`config.mk`:
```
export PLATFORM = sky130hd
export DESIGN_NAME = multicycle_control
export DESIGN_NICKNAME = d
export VERILOG_FILES = /design/src/rtl/multicycle_control.sv
export SDC_FILE = /design/constraint.sdc
export NUM_CORES = 1
export LEC_CHECK = 0
export CORE_ASPECT_RATIO = 0.9
export CORE_MARGIN = 8
export CORE_UTILIZATION = 42
export DETAILED_ROUTE_END_ITERATION = 10
export PLACE_DENSITY = 0.89
export SYNTH_ARGS = -nofsm -noshare
export SYNTH_HDL_FRONTEND = slang
export SYNTH_SLANG_ARGS = --single-unit
```
`constraint.sdc`:
```
create_clock -name clk -period 2.9 [get_ports clk]
set_input_delay 0.58 -clock clk [delete_from_list [all_inputs] [get_ports clk]]
set_output_delay 0.58 -clock clk [all_outputs]
set_load 0.005 [all_outputs]
```
`src/rtl/multicycle_control.sv`:
```
// rtl/multicycle_control.sv - multicycle MIPS control FSM with memory-ready stalls
module multicycle_control #(
    parameter int ALUOP_WIDTH     = 3,
    parameter bit TRAP_ON_ILLEGAL = 1'b0,
    parameter int LINK_REG        = 31
) (
    input  logic                   clk,
    input  logic                   reset,
    input  logic [5:0]             OP,
    input  logic [5:0]             instructionFunct,
    input  logic                   mem_ready,
    output logic                   PCWrite,
    output logic                   PCWriteCondEQ,
    output logic                   PCWriteCondNE,
    output logic                   IorD,
    output logic                   MemRead,
    output logic                   MemWrite,
    output logic                   IRWrite,
    output logic                   RegDst,
    output logic                   MemtoReg,
    output logic                   RegWrite,
    output logic                   link,
    output logic                   ALUSrcA,
    output logic [1:0]             ALUSrcB,
    output logic [1:0]             PCSource,
    output logic [ALUOP_WIDTH-1:0] ALUOp,
    output logic                   instr_done,
    output logic                   illegal_op,
    output logic [3:0]             state
);

    typedef enum logic [3:0] {
        S_FETCH    = 4'd0,
        S_DECODE   = 4'd1,
        S_MEM_ADDR = 4'd2,
        S_MEM_RD   = 4'd3,
        S_MEM_WB   = 4'd4,
        S_MEM_WR   = 4'd5,
        S_EXEC_R   = 4'd6,
        S_EXEC_I   = 4'd7,
        S_ALU_WB_R = 4'd8,
        S_ALU_WB_I = 4'd9,
        S_BRANCH   = 4'd10,
        S_JUMP     = 4'd11,
        S_JR       = 4'd12,
        S_HALT     = 4'd15
    } state_t;

    localparam logic [5:0] OP_RTYPE = 6'h00;
    localparam logic [5:0] OP_J     = 6'h02;
    localparam logic [5:0] OP_JAL   = 6'h03;
    localparam logic [5:0] OP_BEQ   = 6'h04;
    localparam logic [5:0] OP_BNE   = 6'h05;
    localparam logic [5:0] OP_ADDI  = 6'h08;
    localparam logic [5:0] OP_ANDI  = 6'h0c;
    localparam logic [5:0] OP_ORI   = 6'h0d;
    localparam logic [5:0] OP_LUI   = 6'h0f;
    localparam logic [5:0] OP_LW    = 6'h23;
    localparam logic [5:0] OP_SW    = 6'h2b;
    localparam logic [5:0] FN_JR    = 6'h08;

    localparam logic [ALUOP_WIDTH-1:0] ALU_SUB  = ALUOP_WIDTH'(3'b001);
    localparam logic [ALUOP_WIDTH-1:0] ALU_ADD  = ALUOP_WIDTH'(3'b010);
    localparam logic [ALUOP_WIDTH-1:0] ALU_LUI  = ALUOP_WIDTH'(3'b011);
    localparam logic [ALUOP_WIDTH-1:0] ALU_ADDI = ALUOP_WIDTH'(3'b100);
    localparam logic [ALUOP_WIDTH-1:0] ALU_ORI  = ALUOP_WIDTH'(3'b101);
    localparam logic [ALUOP_WIDTH-1:0] ALU_ANDI = ALUOP_WIDTH'(3'b110);
    localparam logic [ALUOP_WIDTH-1:0] ALU_RTYP = ALUOP_WIDTH'(3'b111);

    // A link write to r0 (or an out-of-range index) would be discarded, so it is suppressed.
    localparam bit LINK_ENABLE = (LINK_REG > 0) && (LINK_REG < 32);

    state_t state_q;
    state_t state_d;

    always_comb begin
        state_d = state_q;
        case (state_q)
            S_FETCH:    if (mem_ready) state_d = S_DECODE;
            S_DECODE: begin
                case (OP)
                    OP_RTYPE:                         state_d = (instructionFunct == FN_JR) ? S_JR : S_EXEC_R;
                    OP_LW, OP_SW:                     state_d = S_MEM_ADDR;
                    OP_ADDI, OP_ORI, OP_ANDI, OP_LUI: state_d = S_EXEC_I;
                    OP_BEQ, OP_BNE:                   state_d = S_BRANCH;
                    OP_J, OP_JAL:                     state_d = S_JUMP;
                    default:                          state_d = TRAP_ON_ILLEGAL ? S_HALT : S_FETCH;
                endcase
            end
            S_MEM_ADDR: state_d = (OP == OP_SW) ? S_MEM_WR : S_MEM_RD;
            S_MEM_RD:   if (mem_ready) state_d = S_MEM_WB;
            S_MEM_WR:   if (mem_ready) state_d = S_FETCH;
            S_EXEC_R:   state_d = S_ALU_WB_R;
            S_EXEC_I:   state_d = S_ALU_WB_I;
            S_HALT:     state_d = S_HALT;
            default:    state_d = S_FETCH;
        endcase
    end

    always_ff @(posedge clk or negedge reset) begin
        if (!reset) state_q <= S_FETCH;
        else        state_q <= state_d;
    end

    always_comb begin
        PCWrite       = 1'b0;
        PCWriteCondEQ = 1'b0;
        PCWriteCondNE = 1'b0;
        IorD          = 1'b0;
        MemRead       = 1'b0;
        MemWrite      = 1'b0;
        IRWrite       = 1'b0;
        RegDst        = 1'b0;
        MemtoReg      = 1'b0;
        RegWrite      = 1'b0;
        link          = 1'b0;
        ALUSrcA       = 1'b0;
        ALUSrcB       = 2'b00;
        PCSource      = 2'b00;
        ALUOp         = '0;
        instr_done    = 1'b0;
        illegal_op    = 1'b0;
        case (state_q)
            S_FETCH: begin
                MemRead = 1'b1;
                ALUSrcB = 2'b01;
                ALUOp   = ALU_ADD;
                IRWrite = mem_ready;
                PCWrite = mem_ready;
            end
            S_DECODE: begin
                ALUSrcB = 2'b11;
                ALUOp   = ALU_ADD;
                case (OP)
                    OP_RTYPE, OP_LW, OP_SW, OP_ADDI, OP_ORI, OP_ANDI, OP_LUI,
                    OP_BEQ, OP_BNE, OP_J, OP_JAL: illegal_op = 1'b0;
                    default:                      illegal_op = 1'b1;
                endcase
            end
            S_MEM_ADDR: begin
                ALUSrcA = 1'b1;
                ALUSrcB = 2'b10;
                ALUOp   = ALU_ADD;
            end
            S_MEM_RD: begin
                MemRead = 1'b1;
                IorD    = 1'b1;
            end
            S_MEM_WB: begin
                RegWrite   = 1'b1;
                MemtoReg   = 1'b1;
                instr_done = 1'b1;
            end
            S_MEM_WR: begin
                MemWrite   = 1'b1;
                IorD       = 1'b1;
                instr_done = mem_ready;
            end
            S_EXEC_R: begin
                ALUSrcA = 1'b1;
                ALUOp   = ALU_RTYP;
            end
            S_EXEC_I: begin
                ALUSrcA = 1'b1;
                ALUSrcB = 2'b10;
                case (OP)
                    OP_ADDI: ALUOp = ALU_ADDI;
                    OP_ORI:  ALUOp = ALU_ORI;
                    OP_ANDI: ALUOp = ALU_ANDI;
                    OP_LUI:  ALUOp = ALU_LUI;
                    default: ALUOp = '0;
                endcase
            end
            S_ALU_WB_R: begin
                RegWrite   = 1'b1;
                RegDst     = 1'b1;
                instr_done = 1'b1;
            end
            S_ALU_WB_I: begin
                RegWrite   = 1'b1;
                instr_done = 1'b1;
            end
            S_BRANCH: begin
                ALUSrcA       = 1'b1;
                ALUOp         = ALU_SUB;
                PCSource      = 2'b01;
                PCWriteCondEQ = (OP == OP_BEQ);
                PCWriteCondNE = (OP == OP_BNE);
                instr_done    = 1'b1;
            end
            S_JUMP: begin
                PCWrite    = 1'b1;
                PCSource   = 2'b10;
                RegWrite   = LINK_ENABLE && (OP == OP_JAL);
                link       = LINK_ENABLE && (OP == OP_JAL);
                instr_done = 1'b1;
            end
            S_JR: begin
                PCWrite    = 1'b1;
                PCSource   = 2'b11;
                instr_done = 1'b1;
            end
            default: ;
        endcase
        // Reset must silence the datapath even though the state already reads FETCH.
        if (!reset) begin
            PCWrite       = 1'b0;
            PCWriteCondEQ = 1'b0;
            PCWriteCondNE = 1'b0;
            IorD          = 1'b0;
            MemRead       = 1'b0;
            MemWrite      = 1'b0;
            IRWrite       = 1'b0;
            RegDst        = 1'b0;
            MemtoReg      = 1'b0;
            RegWrite      = 1'b0;
            link          = 1'b0;
            ALUSrcA       = 1'b0;
            ALUSrcB       = 2'b00;
            PCSource      = 2'b00;
            ALUOp         = '0;
            instr_done    = 1'b0;
            illegal_op    = 1'b0;
        end
    end

    assign state = state_q;

endmodule
```
==> results_dict.tcl, run 1 <==
set metrics [dict create \
    p_int_uw 376 \
    ant_nets 0 \
    ys.flop_type "dfrtp_1" \
    start_util 0.452 \
    netlist_area_um2 759 \
    gr-total-overflow 0 \
    cp.required_ns 2.32 \
    fp.dieH_um 56.3 \
    clkLatencyLatePin_ns 0.24 \
    crit_slowest_cell "clkdlybuf4s50_1" \
    grt_max_degree 19 \
    r2r_cells 4 \
    drc_errors 0 \
    post_cts_buffers 0 \
    path_buf_inv 2 \
    synth_fp_nets 128 \
    hold_violations 0 \
    clk_pin_slew_ns 0.04 \
    drive_gt1_frac 0.190 \
    ir_drop_mv 0.566 \
    seq_area_frac_synth 0.132 \
    port-buffer-count 39 \
    p_comb_frac 0.736 \
    fin_util 0.785 \
    synth.mux.area_fraction 0.0132 \
    first_iter_violations 30 \
    area_delta_synth_final_pct 73.8 \
    cts_sinks 4 \
    postCtsHoldBufs 0 \
    numCtsBuffers 3 \
    run_status "completed" \
    antenna-diode-count 0 \
    r2r_end "state[1]$_DFFE_PN0P_" \
    max_slew_margin 0.573 \
    synth-compound-area-share 0.290 \
    power.density_nw_per_um2 511 \
    syn_inst 113 \
    routedWlPerCell_um 15.6 \
    grt_pass1_wl_um 4700 \
    crit_path_end_kind "primary output" \
    netSwitchingPower_uw 298 \
    worstPathMaxFanout 4 \
    cts_max_path_buffers 2 \
    pwr-share-clk 0.105 \
    dr.pass1.iters 4 \
    synth_top_family_by_area "simple AND/OR/NAND/NOR gates" \
    synth.most_common_cell "nor2_1" \
    fin_nets 180 \
    p_sw_frac 0.442 \
    die_w_um 60.8 \
    min_path_type "primary input to asynchronous set/reset pin" \
    synthAdderAreaFrac 0 \
    num_vias 1098 \
    crit-reg2reg-launch "state[0]$_DFFE_PN0P_" \
    holdWs_ns 0.461 \
    max_freq_mhz 347 \
    yosys.area_share.simple 0.440 \
    ys_ff_latch 4 \
    seq_power_share 0.159 \
    largest_reg_flops 4 \
    synth_edf_count 0 \
    dieArea_um2 3430 \
    h-tree-depth 1 \
    ys_top_cells_by_count "nor2_1, nand2_1, nor3_1, a21oi_1" \
    tightest_slew_ns 0.632 \
    wl_um 2910 \
    rrSetupSlack_ns 1.15 \
    cp-start-kind "primary input" \
    core_area_um2 1680 \
    cpMostUsedCell "clkdlybuf4s50_1" \
    synth_area_leaders "dfrtp_1, nor2_1, nor3_1" \
    maxCapViolations 0 \
    synth.avg_cell_area_um2 6.72 \
    synth_top_area_share 0.132 \
    yosys_warnings 0 \
    vias_per_cell 5.87 \
    rsz0062_at_grt "true" \
    crit_arrival_ns 2.30 \
    crit_family "buffers and inverters" \
    globalRouteTotalUtil 0.169 \
    yosysTopAreaCell "dfrtp_1" \
    ys_async_sr_fraction 1.00 \
    dp_hpwl_um 2330 \
    ios 40 \
    finalCritPeriodShare 0.993 \
    cts_tree "built" \
    clock_skew_ns 0.00307 \
    slew_violations 0 \
    fp-row-count 14 \
    power_leakage_nw 0.535 \
    yosysUniqueCellTypes 49 \
    setup_violations 0 \
    place_congestion 0.976 \
    slowest_delay_ns 0.55 \
    min_period_ns 2.88 \
    synth_xor_area_frac 0.0346 \
    path_class "primary input to primary output" \
    cts-root-buf "clkbuf_4" \
    cp_cell_sequence "clkdlybuf4s50_1 -> or3b_4 -> nor4_1 -> clkdlybuf4s50_1" \
    grt_pass1_vias 1050 \
    antenna_found_initial 0 \
]
## power groups by stage
stage | registers (mW) | clock network [mW] | logic (mW)
after floorplan | 0.0869 | 0 | 0.277
after global placement | 0.103 | 0 | 0.477
after detailed placement | 0.105 | 0 | 0.490
after CTS | 0.105 | 0.0701 | 0.493
after global routing | 0.109 | 0.0707 | 0.538
final | 0.107 | 0.0706 | 0.496
## layout make-up
type                    instances  area, um2
flip-flops and latches          4        100
inverters                       5       18.8
clock buffers                   3       22.5
multi-input cells              94        619
repair buffers                 57        529
fillers                       127        362
well taps                      24       30.0
## per-stage QoR
stage	std cells	power (mW)	TNS, ns	setup slack, ns	cell area, um2
finish	187	0.674	0	0.0212	1320
floorplan	113	0.364	0	0.709	759
CTS	187	0.668	0	0.0153	1300
global placement	184	0.580	-0.242	-0.154	1260
detailed placement	184	0.595	-0.489	-0.225	1260
global route	187	0.717	-0.0595	-0.0449	1320
## repair_timing
item | 4_1_cts | 5_1_grt
pin swaps | 0 | 2
resized for setup | 6 | 7
setup endpoints to repair | 7 | 6
cloned | 0 | 0
## worst max path at each step
| stage | from | to | depth (start not counted) |
|---|---|---|---|
| final | OP[2] | PCWriteCondEQ | 4 |
| after floorplan | OP[2] | ALUOp[1] | 4 |
| after global routing | OP[2] | PCWriteCondEQ | 4 |
| after CTS | OP[1] | illegal_op | 7 |
| after detailed placement | OP[2] | ALUOp[1] | 5 |
| after global placement | OP[2] | ALUOp[1] | 5 |
## logic make-up (layout without fill, tap and decap cells)
family / Yosys count / count (layout)
xor+xnor: 3 / 3
buf+inv: 15 / 65
flops: 4 / 4
mux: 1 / 1
compound gates: 31 / 31
simple gates: 59 / 59
## layer usage
| metal | part of all wire | GRT usage | vias to the layer above |
|---|---|---|---|
| met3 | 0.060 | 0.0273 | 10 |
| met5 | 0 | 0 | - |
| met4 | 0.020 | 0.0598 | 0 |
| li1 | - | - | 528 |
| met1 | 0.43 | 0.192 | 512 |
| met2 | 0.49 | 0.299 | 48 |
## cells in the final DEF (no fill, tap or decap), drive strengths merged, types with 2 or more instances in the layout
cell            n
a211oi          2
a21oi           6
a31oi           2
and2            2
buf            18
clkbuf          3
clkdlybuf4s50  33
dfrtp           4
dlygate4sd2     3
dlymetal6s2s    3
inv             5
nand2           9
nand2b          4
nand3b          3
nor2           12
nor2b           3
nor3            8
nor3b           2
nor4            3
o211ai          2
o21ai           5
o311ai          2
or2             2
or4b            2
xnor2           3
Power figures use the tool's default switching activity.
==> run 2: changes to the inputs <==
Settings changed: CORE_ASPECT_RATIO 0.9 to default.
==> run 2 against run 1 <==
  * Sequential power up 10%
  * First-iteration DRC count down 6.7%
  * Register-to-register slack worse by 0.26 ns
  * Worst setup slack better by 0.069 ns
  * Final cell count up 2.1%
  * Highest routed layer unchanged
==> results_dict.tcl, run 2 (synthesized netlist as in run 1, its figures left out) <==
set metrics [dict create \
    run_status "completed" \
    power_leakage_nw 0.593 \
    max_slew_margin 0.547 \
    area_delta_synth_final_pct 77.3 \
    dieArea_um2 3430 \
    final_cell_mix "clkdlybuf4s50_1, buf_4, nor2_1" \
    clk_pin_slew_ns 0.04 \
    num-fill-cells 115 \
    rrSetupSlack_ns 0.89 \
    rsz0062_at_grt "false" \
    gr-total-overflow 0 \
    fp.dieH_um 58.5 \
    fin_area_um2 1350 \
    drc_errors 0 \
    cts_max_path_buffers 2 \
    instances_no_fill 191 \
    dr.pass1.iters 4 \
    drive_gt1_frac 0.205 \
    max_freq_mhz 356 \
    tightest_slew_ns 0.670 \
    cts_tree "built" \
    postCtsHoldBufs 0 \
    grt_pass1_vias 1108 \
    postPlaceCellArea_um2 1280 \
    path_class "primary input to primary output" \
    crit_slowest_cell "clkdlybuf4s50_1" \
    min_path_type "primary input to asynchronous set/reset pin" \
    die_w_um 58.5 \
    worstPathMaxFanout 3 \
    dpl.cell_count 187 \
    min_period_ns 2.81 \
    port-buffer-count 39 \
    cp-start-kind "primary input" \
    globalRouteTotalUtil 0.174 \
    maxCapViolations 0 \
    crit-reg2reg-launch "state[0]$_DFFE_PN0P_" \
    antenna-diode-count 0 \
    fp-row-count 15 \
    setup_ws_ns 0.0904 \
    crit_arrival_ns 2.23 \
    gr-usage-met3 0.0565 \
    start_util 0.445 \
    routedWlPerCell_um 16.0 \
    h-tree-depth 1 \
    numCtsBuffers 3 \
    use_met2 0.302 \
    place_congestion 0.928 \
    hold_violations 0 \
    wl_um 3050 \
    grt_max_degree 19 \
    core_area_um2 1710 \
    slew_violations 0 \
    cp.required_ns 2.32 \
    grt_pass1_wl_um 4910 \
    slowest_delay_ns 0.45 \
    holdWs_ns 0.757 \
    use_met1 0.197 \
    pre_cts_ws_ns -0.151 \
    ant_nets 0 \
    num_vias 1120 \
    power_uw 678 \
    layout_commonest_cell "clkdlybuf4s50_1" \
    dp_hpwl_um 2340 \
    ios 40 \
    cts_sinks 4 \
    crit_path_end_kind "primary output" \
    r2r_end "state[0]$_DFFE_PN0P_" \
    finalCritPeriodShare 0.969 \
    largest_reg_flops 4 \
    cts-root-buf "clkbuf_4" \
    clock_skew_ns 0.00100 \
    power.density_nw_per_um2 503 \
    fin_nets 183 \
    first_iter_violations 28 \
    cp_cell_sequence "clkdlybuf4s50_1 -> buf_4 -> nand2b_1 -> nor3_2 -> buf_4 -> and2_1 -> or2_1 -> clkdlybuf4s50_1" \
    r2r_cells 4 \
    grt-busiest-layer "met2" \
    vias_per_cell 5.86 \
    setup_violations 0 \
    antenna_found_initial 0 \
    clkLatencyLatePin_ns 0.24 \
    ir_drop_mv 0.341 \
]
-- run 2: cell count changes in the layout (fill, tap and decap cells not counted), sizes merged --
cell / previous run / this run
dlygate4sd2: 3 / 6
dlymetal6s2s: 3 / 4
buf: 18 / 21
clkdlybuf4s50: 33 / 29
-- run 2: power breakdown --
part	switching, mW	internal, mW
Clock	0.0243	0.0464
Combinational	0.231	0.258
Sequential	0.0463	0.0721
Total	0.301	0.377
-- run 2: how the worst max path moves through the flow --
stage          startpoint  endpoint  slack, ns
2_1_floorplan       OP[2]  ALUOp[1]       0.71
3_3_place_gp        OP[2]  ALUOp[1]      -0.13
3_5_place_dp        OP[2]  ALUOp[1]      -0.15
4_1_cts             reset  RegWrite      0.002
5_1_grt             reset   PCWrite       0.02
6_report            reset   PCWrite       0.09
-- run 2: stage by stage --
step / setup TNS (ns) / util
floorplan: 0 / -
global placement: -0.438 / 0.750
detailed placement: -0.627 / 0.750
CTS: 0 / 0.769
global route: 0 / 0.788
finish: 0 / 0.788
-- run 2: critical path: cells and delay by family --
kind,cells,cell delay [ns]
and+or+nand+nor,4,0.50
buffers and inverters,4,1.17
-- run 2: metal layers --
metal | wire (um) | vias to the layer above
li1 | - | 527
met2 | 1580 | 45
met3 | 188 | 4
met5 | 0 | -
met1 | 1260 | 544
met4 | 25 | 0
-- run 2: repair_timing --
| item | 4_1_cts | 5_1_grt |
|---|---|---|
| pin swaps | 0 | 2 |
| setup endpoints to repair | 7 | 5 |
| gates resized for setup | 10 | 8 |
| endpoints found under the hold margin | 0 | 0 |
| buffers inserted | 0 | 1 |
-- run 2: area by class of cell --
| type | count | area (um2) | share of cell area |
|---|---|---|---|
| timing repair buffer | 60 | 551 | 0.409 |
| inverter | 5 | 18.8 | 0.0139 |
| tap | 25 | 31.3 | 0.0232 |
| multi-input combinational | 94 | 623 | 0.463 |
| sequential | 4 | 100 | 0.0743 |
| clock buffer | 3 | 22.5 | 0.0167 |
